$ cat config.mk
export PLATFORM = sky130hd
export DESIGN_NAME = simple_uart_tx_buffer
export DESIGN_NICKNAME = d
export VERILOG_FILES = /design/src/rtl/simple_uart_tx_buffer_pkg.sv /design/src/rtl/simple_uart_sync_fifo.sv /design/src/rtl/simple_uart_tx_buffer.sv
export SDC_FILE = /design/constraint.sdc
export NUM_CORES = 1
export LEC_CHECK = 0
export ABC_AREA = 1
export BUFFER_PORTS_ARGS = -buffer_cell sky130_fd_sc_hd__buf_4
export CELL_PAD_IN_SITES_DETAIL_PLACEMENT = 1
export CELL_PAD_IN_SITES_GLOBAL_PLACEMENT = 1
export CORE_ASPECT_RATIO = 1.75
export CORE_MARGIN = 5
export CORE_UTILIZATION = 41
export CTS_CLUSTER_DIAMETER = 80
export DETAILED_ROUTE_END_ITERATION = 6
export GPL_TIMING_DRIVEN = 1
export HOLD_SLACK_MARGIN = 0.02
export PLACE_DENSITY_LB_ADDON = 0.1
export SLEW_MARGIN = 25
export SYNTH_ARGS = -nofsm -noshare
export SYNTH_HDL_FRONTEND = slang
export SYNTH_SLANG_ARGS = --single-unit
$ cat constraint.sdc
create_clock -name clock -period 2.8 [get_ports clock]
set_input_delay 0.84 -clock clock [delete_from_list [all_inputs] [get_ports clock]]
set_output_delay 0.84 -clock clock [all_outputs]
set_load 0.05 [all_outputs]
$ cat src/rtl/simple_uart_tx_buffer_pkg.sv
// Shared constants, FSM state encoding and frame-timing helpers for the UART TX buffer.
package simple_uart_tx_buffer_pkg;

    // Start bit + 8 data bits + stop bit.
    localparam int UART_FRAME_BITS = 10;

    // Pacer FSM states.
    typedef enum logic {
        ST_IDLE  = 1'b0,
        ST_SPACE = 1'b1
    } pacer_state_t;

    // Clocks per UART bit, using the same integer division as simple_uart.
    function automatic int calc_clks_per_bit(input int system_freq, input int baud_rate);
        return system_freq / baud_rate;
    endfunction

    // Clocks reserved for one frame, including the idle guard clocks.
    function automatic int calc_frame_clks(input int system_freq, input int baud_rate,
                                           input int guard_clks);
        return UART_FRAME_BITS * calc_clks_per_bit(system_freq, baud_rate) + guard_clks;
    endfunction

endpackage

$ cat src/rtl/simple_uart_sync_fifo.sv
// Synchronous byte FIFO with extra-MSB pointers for full/empty detection.
module simple_uart_sync_fifo #(
    parameter int WIDTH      = 8,
    parameter int DEPTH_LOG2 = 4
) (
    input  logic                  clock,
    input  logic                  srst,
    input  logic [WIDTH-1:0]      wr_data,
    input  logic                  wr_en,
    output logic [WIDTH-1:0]      rd_data,
    input  logic                  rd_en,
    output logic                  full,
    output logic                  empty,
    output logic [DEPTH_LOG2:0]   level
);

    localparam int DEPTH = 1 << DEPTH_LOG2;

    logic [WIDTH-1:0]    mem [DEPTH];
    logic [DEPTH_LOG2:0] wr_ptr;
    logic [DEPTH_LOG2:0] rd_ptr;
    logic                push;
    logic                pop;

    // Writes are blocked when full and reads when empty, so callers may assert freely.
    assign push = wr_en & ~full;
    assign pop  = rd_en & ~empty;

    // Equal pointers mean empty; differing only in the MSB means full.
    assign empty = (wr_ptr == rd_ptr);
    assign full  = (wr_ptr[DEPTH_LOG2] != rd_ptr[DEPTH_LOG2]) &&
                   (wr_ptr[DEPTH_LOG2-1:0] == rd_ptr[DEPTH_LOG2-1:0]);
    assign level = wr_ptr - rd_ptr;

    // Head of queue read straight from the array; no bypass of a same-edge write.
    assign rd_data = mem[rd_ptr[DEPTH_LOG2-1:0]];

    // Pointer advance; pointers wrap naturally modulo 2**(DEPTH_LOG2+1).
    always_ff @(posedge clock or posedge srst) begin
        if (srst) begin
            wr_ptr <= '0;
            rd_ptr <= '0;
        end else begin
            if (push) wr_ptr <= wr_ptr + 1'b1;
            if (pop)  rd_ptr <= rd_ptr + 1'b1;
        end
    end

    // Storage array holds data only, so it carries no reset.
    always_ff @(posedge clock) begin
        if (push) mem[wr_ptr[DEPTH_LOG2-1:0]] <= wr_data;
    end

endmodule

$ cat src/rtl/simple_uart_tx_buffer.sv
// Byte FIFO plus frame pacer feeding simple_uart's TX port, one write per frame slot.
module simple_uart_tx_buffer
    import simple_uart_tx_buffer_pkg::*;
#(
    parameter int SYSTEM_FREQ = 50_000_000,
    parameter int BAUD_RATE   = 9600,
    parameter int DEPTH_LOG2  = 4,
    parameter int GUARD_CLKS  = 2
) (
    input  logic                  clock,
    input  logic                  srst,
    input  logic [7:0]            in_data,
    input  logic                  in_valid,
    output logic                  in_ready,
    output logic [DEPTH_LOG2:0]   fifo_level,
    output logic [7:0]            tx_value,
    output logic                  tx_value_write
);

    localparam int FRAME_CLKS = calc_frame_clks(SYSTEM_FREQ, BAUD_RATE, GUARD_CLKS);
    localparam int CNT_W      = (FRAME_CLKS > 2) ? $clog2(FRAME_CLKS) : 1;
    localparam logic [CNT_W-1:0] CNT_RELOAD = CNT_W'(FRAME_CLKS - 1);

    pacer_state_t     state;
    logic [CNT_W-1:0] space_cnt;
    logic             ready_q;
    logic             fifo_full;
    logic             fifo_empty;
    logic             fifo_rd_en;
    logic [7:0]       fifo_rd_data;

    // Hold ready low until the first edge after reset release.
    assign in_ready = ready_q & ~fifo_full;

    // Pop only from IDLE; the FSM loads the head into tx_value on that same edge.
    assign fifo_rd_en = (state == ST_IDLE) & ~fifo_empty;

    simple_uart_sync_fifo #(
        .WIDTH      (8),
        .DEPTH_LOG2 (DEPTH_LOG2)
    ) u_fifo (
        .clock   (clock),
        .srst    (srst),
        .wr_data (in_data),
        .wr_en   (in_valid & ready_q),
        .rd_data (fifo_rd_data),
        .rd_en   (fifo_rd_en),
        .full    (fifo_full),
        .empty   (fifo_empty),
        .level   (fifo_level)
    );

    // Ready-enable flag: set on the first clock edge after reset is released.
    always_ff @(posedge clock or posedge srst) begin
        if (srst) ready_q <= 1'b0;
        else      ready_q <= 1'b1;
    end

    // Pacer: issue one write pulse, then wait FRAME_CLKS edges before the next pop.
    always_ff @(posedge clock or posedge srst) begin
        if (srst) begin
            state          <= ST_IDLE;
            space_cnt      <= '0;
            tx_value       <= 8'h00;
            tx_value_write <= 1'b0;
        end else begin
            unique case (state)
                ST_IDLE: begin
                    if (!fifo_empty) begin
                        tx_value       <= fifo_rd_data;
                        tx_value_write <= 1'b1;
                        space_cnt      <= CNT_RELOAD;
                        state          <= ST_SPACE;
                    end else begin
                        tx_value_write <= 1'b0;
                    end
                end
                ST_SPACE: begin
                    tx_value_write <= 1'b0;
                    if (space_cnt == '0) state     <= ST_IDLE;
                    else                 space_cnt <= space_cnt - 1'b1;
                end
                default: begin
                    tx_value_write <= 1'b0;
                    state          <= ST_IDLE;
                end
            endcase
        end
    end

endmodule

==> results_dict.tcl, run 1 <==
set metrics [dict create \
    rows 66 \
    hold_viol_final 0 \
    arrival_ps 2920 \
    die_w_um 113 \
    synth-async-reset-ratio 0.224 \
    first_pass_iters 4 \
    drv_slew 0 \
    path_cells "inv_2 -> buf_4 -> buf_4 -> buf_4 -> buf_4 -> buf_4 -> buf_4 -> buf_4 -> buf_4 -> buf_4 -> buf_4 -> buf_4 -> buf_4 -> ha_1 -> nand2_2 -> nor2_2" \
    cts.sinks 165 \
    timing.final.ws_setup_ps 43.8 \
    hpwlAfterDp_um 13800 \
    drive_above_1_share 0.154 \
    nets 867 \
    power_density_nw_per_um2 725 \
    cts_tree "built" \
    critPathCaptureType "register" \
    maxCapViolCount 0 \
    ys_seq_area_frac 0.627 \
    cts-root-buf "clkbuf_16" \
    syn2layout_area_growth_pct 16.9 \
    path_clk_slew_ps 70 \
    grt_max_degree 68 \
    crit_family "buffers and inverters" \
    rsz0062_at_grt "true" \
    synth.avg_cell_area_um2 9.52 \
    critPathBufInv 13 \
    final_cell_mix "214 x nand2_1, 128 x edfxtp_1, 122 x inv_1" \
    p_leak_nw 3.84 \
    required_ps 2960 \
    finish.utilization 0.483 \
    globalRoute.totalOverflow 0 \
    grt_pass1_vias 5908 \
    criticalPathCategory "reg -> reg" \
    cp_slowest_stage_delay_ps 360 \
    netlist_area_um2 7610 \
    yosysTopAreaCell "edfxtp_1" \
    dr_total_vias 5390 \
    cts_made_buffers 17 \
    cp_slowest_cell "dfrtp_1" \
    timing.final.crit_share 0.984 \
    insertedDiodeCount 0 \
    detail_route.wl_per_cell_um 18.6 \
    initial_core_util 0.413 \
    grt_pass1_wl_um 32700 \
    io_pins 26 \
    fin_tns_setup_ps 0 \
    worstHoldPathType "in -> async" \
    die_h_um 190 \
    netlist-cell-type-count 29 \
    cts_hold_buf 0 \
    antenna_found_initial 0 \
    drtIter0Drc 179 \
    ir_worst_vdd_uv 794 \
    crit_top_cell "buf_4" \
    core_um2 18400 \
    finalSetupViolations 0 \
    cp-start-kind "register" \
    clk_latency_ps 420 \
    h-tree-depth 4 \
    max_freq_mhz 363 \
    fin_skew_ps 8.48 \
    synthTopCellsByArea "edfxtp_1 51%, dfrtp_1 12%, nand2_1 11%" \
    worst_pin_slew_ps 791 \
    place_congestion 0.802 \
    critPathMaxFanout 8 \
    outcome "finished, final reports clean" \
    yosysWarnings 0 \
    grt_usage 0.202 \
    place_ws_ps 205 \
    synth_fp_nets 821 \
    final_antenna_net_count 0 \
    wirelength_um 20400 \
    netlist_instances 799 \
    final_common_cell "nand2_1" \
    drc 0 \
    cts_buffer_depth 2 \
    port_buffers 25 \
    yosysTopAreaCellShare 0.505 \
    nFillCells 2134 \
    dieArea_um2 21500 \
    synth_edf_count 128 \
    timing.final.crit_period_ps 2760 \
    hold_ws_ps 436 \
    synth_seq_cells 165 \
    routed_via_density 4.92 \
    slew_headroom 0.473 \
    synthFlopType "edfxtp_1" \
]
[per-layer routing]
metal	global-route usage	up-vias	part of all wire
li1	-	2632	-
met1	0.224	2675	0.39
met2	0.388	60	0.56
met3	0.0267	23	0.020
met4	0.0717	0	0.024
met5	0	-	0
[per-stage QoR]
step / power [mW] / cells / cell area (µm²)
after global placement: 3.93 / 1049 / 8140
after CTS: 6.46 / 1095 / 8870
after global routing: 6.71 / 1096 / 8890
after detailed placement: 3.96 / 1049 / 8140
after floorplan: 3.61 / 799 / 7670
final: 6.44 / 1096 / 8890
[Yosys cell counts (4+ instances only)]
library cell and instances:
inv_1 125, nor2_1 85, nand2_2 6, clkbuf_1 9, xor2_1 12, dfrtp_1 37
nand2_1 215, edfxtp_1 128, o21ai_0 14, o21ai_1 4, nand3_1 111, buf_2 14
ha_1 10
[state kept, by name (all words and copies together), names as in the netlist]
register,count
ready_q,1
space_cnt,16
state,1
tx_value,8
tx_value_write,1
u_fifo.mem,128
u_fifo.rd_ptr,5
u_fifo.wr_ptr,5
[path summary, 6_finish.rpt]
| check | start | endpoint | slack (ps) | cells after the start |
|---|---|---|---|---|
| min reg2reg | tx_value[2]$_DFFE_PP0P_ | tx_value[2]$_DFFE_PP0P_ | 530 | 2 |
| min in group clock | tx_value[2]$_DFFE_PP0P_ | tx_value[2]$_DFFE_PP0P_ | 530 | 2 |
| max reg2reg | u_fifo.wr_ptr[0]$_DFFE_PP0P_ | u_fifo.mem[14][2]$_DFFE_PP_ | 40 | 16 |
| max | u_fifo.wr_ptr[0]$_DFFE_PP0P_ | u_fifo.mem[14][2]$_DFFE_PP_ | 40 | 16 |
| min | srst | u_fifo.wr_ptr[0]$_DFFE_PP0P_ | 440 | 2 |
| max in group asynchronous | srst | u_fifo.rd_ptr[2]$_DFFE_PP0P_ | 1840 | 3 |
[area by class of cell]
class / count / area [µm²] / area share
flip-flops and latches: 165 / 4770 / 0.537
multi-input cells: 477 / 2330 / 0.262
clock buffers: 21 / 492 / 0.0553
inverters: 130 / 489 / 0.0550
repair buffers: 54 / 422 / 0.0474
well taps: 238 / 298 / 0.0335
clock inverters: 11 / 85.1 / 0.00957
[timing repair]
item | 4_1_cts | 5_1_grt
setup endpoints to repair | 5 | 68
pin swaps | 2 | 2
resized for setup | 11 | 5
buffers inserted | 14 | 1
[power by group]
group	internal (mW)	switching, mW	total [mW]
Clock	1.27	1.01	2.28
Combinational	0.482	0.847	1.33
Sequential	2.76	0.0721	2.84
Total	4.52	1.92	6.44
[cells by family after synthesis]
logic type | count (synthesis) | synth area share
compound gates | 24 | 0.0196
xor+xnor | 14 | 0.0161
fa+ha+maj | 11 | 0.0191
buf+inv | 157 | 0.0818
flops | 165 | 0.627
other cells | 1 | 0.000493
simple gates | 427 | 0.236
No activity file was read; power rests on OpenSTA's default activity.
==> run 2: changes to the inputs <==
==> constraint.sdc (replaced) <==
create_clock -name clock -period 2.2 [get_ports clock]
set_input_delay 0.11 -clock clock [delete_from_list [all_inputs] [get_ports clock]]
set_output_delay 0.11 -clock clock [all_outputs]
set_load 0.1 [all_outputs]
==> run 2 against run 1 <==
Combinational power rose by 78%. Largest cell class unchanged. Routed wire length up 4.4%. Largest power group unchanged. Power is 42% higher. Highest routed layer unchanged. Critical path type is now reg -> out.
==> results_dict.tcl, run 2 (synthesis gave the netlist of run 1 again) <==
set metrics [dict create \
    outcome "finished, final reports clean" \
    globalRoute.totalOverflow 0 \
    worstHoldPathType "in -> reg" \
    final_cell_count_no_fill 1083 \
    final_antenna_net_count 0 \
    grt_usage 0.210 \
    slew_headroom 0.380 \
    cts_made_buffers 17 \
    critPathCaptureType "output port" \
    drv_slew 0 \
    dr_total_vias 5350 \
    hpwlAfterDp_um 14800 \
    dieArea_um2 21500 \
    required_ps 2090 \
    clk_latency_ps 440 \
    cts.sinks 165 \
    initial_core_util 0.413 \
    die_w_um 113 \
    routed_via_density 4.94 \
    finalSetupViolations 0 \
    worst_pin_slew_ps 930 \
    fin_skew_ps 10.9 \
    core_um2 18400 \
    place_congestion 0.803 \
    syn2layout_area_growth_pct 19.8 \
    multi_input_area_um2 2530 \
    antenna_found_initial 0 \
    fin_tns_setup_ps 0 \
    crit_family "adder cells" \
    nets 854 \
    clkPwrFrac 0.349 \
    cp_slowest_stage_delay_ps 390 \
    grt_max_degree 69 \
    timing.final.crit_period_ps 2140 \
    grt_pass1_vias 5975 \
    critPathBufInv 3 \
    crit_cells 8 \
    drtIter0Drc 205 \
    path_clk_slew_ps 70 \
    timing.final.crit_share 0.972 \
    grt_pass1_wl_um 33200 \
    finish.utilization 0.495 \
    final_common_cell "nand2_1" \
    port_buffers 25 \
    max_freq_mhz 468 \
    cts-root-buf "clkbuf_16" \
    first_pass_iters 4 \
    power_frac_comb 0.259 \
    arrival_ps 2030 \
    drc 0 \
    die_h_um 190 \
    rsz0062_at_grt "true" \
    seqCellArea_um2 4770 \
    cts_buffer_depth 2 \
    wirelength_um 21300 \
    power_switching_mw 3.04 \
    r2r_cells 9 \
    drive_above_1_share 0.146 \
    ir_worst_vdd_uv 1130 \
    detail_route.wl_per_cell_um 19.7 \
    power_density_nw_per_um2 1000 \
    cp_slowest_cell "dfrtp_1" \
    nFillCells 2079 \
    dp.cells 1047 \
    critPathMaxFanout 2 \
    io_pins 26 \
    p_leak_nw 3.88 \
    largest_reg_flops 128 \
    hold_viol_final 0 \
    final_cell_mix "211 x nand2_1, 128 x edfxtp_1, 122 x inv_1" \
    rows 66 \
    criticalPathCategory "reg -> out" \
    path_cells "inv_2 -> ha_4 -> inv_1 -> fa_2 -> nand3_2 -> nand2_4 -> xor2_4 -> buf_12" \
    seqPwrFrac 0.392 \
    maxCapViolCount 0 \
    insertedDiodeCount 0 \
    cts_tree "built" \
    hold_path_depth 3 \
    switching_share 0.333 \
    cp-start-kind "register" \
    intPower_mw 6.11 \
    h-tree-depth 4 \
]
## run 2: power by group through the flow
stage / combinational [mW] / sequential, mW / clock [mW]
floorplan: 1.59 / 3.65 / 0
global placement: 2.07 / 3.65 / 0
detailed placement: 2.09 / 3.66 / 0
CTS: 2.33 / 3.59 / 3.25
global route: 2.50 / 3.60 / 3.40
finish: 2.37 / 3.59 / 3.19
## run 2: per-stage QoR
step | hold slack (ps) | worst slack (ps) | power [mW] | area, µm²
after floorplan | 209 | -393 | 5.24 | 7930
after global placement | 354 | 148 | 5.71 | 8370
after detailed placement | 361 | 68.1 | 5.75 | 8370
after CTS | 48.3 | 10.0 | 9.17 | 9090
after global routing | 47.6 | -19.8 | 9.49 | 9110
final | 68.1 | 61.8 | 9.15 | 9110
## run 2: worst reg2reg max path: stages, from the launching register on
cell and delay [ps]:
dfrtp_1 380, inv_1 120, ha_4 250, nand2_2 90, nor2_4 60, a21boi_4 160, nand2_4 140, inv_8 150
nand2_4 100, nor2_4 270
## run 2: layer usage
metal,vias to the layer above,GRT usage,part of all wire
met5,-,0,0
met4,0,0.0740,0.022
met3,28,0.0318,0.017
met2,62,0.423,0.60
met1,2653,0.213,0.36
li1,2607,-,-
## run 2: cell type report
cell class	instances	area share
well taps	238	0.0327
flip-flops and latches	165	0.524
clock inverters	11	0.0129
multi-input cells	477	0.278
clock buffers	21	0.0577
inverters	130	0.0552
repair buffers	41	0.0400
## run 2: worst paths after layout
path / start / end / slack (ps)
max in group asynchronous: srst / u_fifo.rd_ptr[0]$_DFFE_PP0P_ / 1130
worst max register to register: u_fifo.rd_ptr[3]$_DFFE_PP0P_ / u_fifo.mem[3][7]$_DFFE_PP_ / 160
worst min register to register: tx_value[4]$_DFFE_PP0P_ / tx_value[4]$_DFFE_PP0P_ / 540
worst min-delay path: in_valid / u_fifo.wr_ptr[0]$_DFFE_PP0P_ / 70
worst max-delay path: u_fifo.wr_ptr[0]$_DFFE_PP0P_ / fifo_level[4] / 60
min in group asynchronous: srst / u_fifo.rd_ptr[1]$_DFFE_PP0P_ / 440
## run 2: timing repair
item	in CTS	in global routing
pin swaps	2	1
hold buffers	1	0
hold endpoints to repair	37	0
gates resized for setup	13	3
setup buffers	3	0
setup endpoints to repair	3	2
==> run 3: changes to the inputs <==
- BUFFER_PORTS_ARGS: -buffer_cell sky130_fd_sc_hd__buf_4 -> -buffer_cell sky130_fd_sc_hd__buf_2
==> run 3 against run 2 <==
Register-to-register slack hardly changed. Utilization is 0.50 points lower. First-iteration DRC count is 11% lower. Clock power decreased by 10%. Critical path type unchanged.
==> results_dict.tcl, run 3 (synthesis gave the netlist of run 1 again) <==
set metrics [dict create \
    outcome "finished, final reports clean" \
    drive_above_1_share 0.143 \
    detail_route.wl_per_cell_um 19.6 \
    path_clk_slew_ps 60 \
    first_pass_iters 5 \
    ir_worst_vdd_uv 1550 \
    cts.sinks 165 \
    arrival_ps 2000 \
    hp-start "in_valid" \
    largest_reg_flops 128 \
    criticalPathCategory "reg -> out" \
    cts_tree "built" \
    switching_share 0.330 \
    fin_skew_ps 9.84 \
    grt_max_degree 65 \
    critPathCaptureType "output port" \
    power_switching_mw 2.94 \
    place_congestion 0.829 \
    die_w_um 113 \
    drtIter0Drc 183 \
    nets 854 \
    grt_pass1_wl_um 33200 \
    dieArea_um2 21500 \
    dr_total_vias 5419 \
    io_pins 26 \
    max_freq_mhz 475 \
    timing.final.crit_period_ps 2110 \
    die_h_um 190 \
    cp-start-kind "register" \
    core_um2 18400 \
    use_met1 0.220 \
    antenna_found_initial 0 \
    rows 66 \
    grt_usage 0.208 \
    worst_pin_slew_ps 894 \
    top_usage_layer "met2" \
    critPathMaxFanout 2 \
    intPower_mw 5.97 \
    globalRouteMet3Util 0.0331 \
    power_frac_comb 0.275 \
    seqPwrFrac 0.403 \
    p_leak_nw 3.82 \
    finalSetupViolations 0 \
    power_density_nw_per_um2 987 \
    grt_util_met2 0.393 \
    h-tree-depth 4 \
    drv_slew 0 \
    required_ps 2090 \
    maxCapViolCount 0 \
    clk_latency_ps 430 \
    globalRoute.totalOverflow 0 \
    final_antenna_net_count 0 \
    cp-startpoint "u_fifo.wr_ptr[0]$_DFFE_PP0P_" \
    worstHoldPathType "in -> reg" \
    final_cell_mix "211 x nand2_1, 128 x edfxtp_1, 122 x inv_1" \
    drc 0 \
    dp.cells 1047 \
    slew_headroom 0.404 \
    clkPwrFrac 0.322 \
    hold_viol_final 0 \
    routed_via_density 5.00 \
    grt_pass1_vias 5918 \
    hold_path_depth 3 \
    cts_buffer_depth 2 \
    finish.utilization 0.490 \
    r2r-start "u_fifo.rd_ptr[0]$_DFFE_PP0P_" \
    cts-root-buf "clkbuf_16" \
    wirelength_um 21200 \
    rsz0062_at_grt "false" \
    cts_made_buffers 17 \
    port_buffers 25 \
    final_cell_count_no_fill 1083 \
    timing.final.crit_share 0.957 \
    insertedDiodeCount 0 \
    r2r_cells 10 \
    syn2layout_area_growth_pct 18.6 \
    hpwlAfterDp_um 14900 \
    fin_total_pwr_mw 8.90 \
    final_common_cell "nand2_1" \
    initial_core_util 0.413 \
]
[run 3: cell count changes in the layout (fill, tap and decap cells not counted), sizes merged]
| cell | before | now |
|---|---|---|
| clkinv | 3 | 10 |
| inv | 137 | 128 |
| clkinvlp | 0 | 2 |
[run 3: final cells by class]
| type | instances | area [µm²] |
|---|---|---|
| fillers | 2084 | 9400 |
| flip-flops and latches | 165 | 4770 |
| multi-input cells | 477 | 2530 |
| inverters | 130 | 503 |
| clock buffers | 21 | 470 |
| repair buffers | 41 | 348 |
| well taps | 238 | 298 |
| clock inverters | 11 | 103 |
[run 3: what timing repair did]
item / CTS / global route
endpoints found under the hold margin: 37 / 0
endpoints found under the setup margin: 3 / 2
buffers inserted: 3 / 0
pin swaps: 3 / 2
resized for setup: 8 / 0
hold buffers: 1 / 0
[run 3: power by group through the flow]
| stage | sequential, mW | clock [mW] | combinational [mW] |
|---|---|---|---|
| 2_1_floorplan | 3.65 | 0 | 1.59 |
| 3_3_place_gp | 3.65 | 0 | 2.34 |
| 3_5_place_dp | 3.66 | 0 | 2.34 |
| 4_1_cts | 3.59 | 2.92 | 2.49 |
| 5_1_grt | 3.60 | 3.09 | 2.57 |
| 6_report | 3.59 | 2.87 | 2.45 |
[run 3: metal layers]
layer	vias to the layer above	share of wire
met5	-	0
met4	0	0.043
met3	51	0.026
li1	2609	-
met1	2669	0.37
met2	90	0.56
[run 3: worst paths after layout]
kind | to | slack (ps)
max | fifo_level[2] | 90
max reg2reg | tx_value[7]$_DFFE_PP0P_ | 150
min reg2reg | tx_value[7]$_DFFE_PP0P_ | 520
min in group asynchronous | u_fifo.wr_ptr[1]$_DFFE_PP0P_ | 410
min | u_fifo.wr_ptr[0]$_DFFE_PP0P_ | 70
max in group asynchronous | u_fifo.rd_ptr[0]$_DFFE_PP0P_ | 1180
[run 3: critical path: stages, from the launching register on]
cell     delay [ps]
dfrtp_1         400
inv_2            80
ha_4            130
inv_1            50
fa_2            350
buf_4           160
xor2_4          190
buf_12          190
[run 3: metrics by stage]
stage | instance area, µm² | TNS, ps | hold slack (ps) | setup slack, ps
floorplan | 7930 | -47430 | 209 | -393
global placement | 8380 | 0 | 348 | 118
detailed placement | 8380 | 0 | 358 | 71.2
CTS | 9020 | 0 | 56.5 | 7.43
global route | 9020 | 0 | 70.0 | 10.3
finish | 9020 | 0 | 69.0 | 94.4
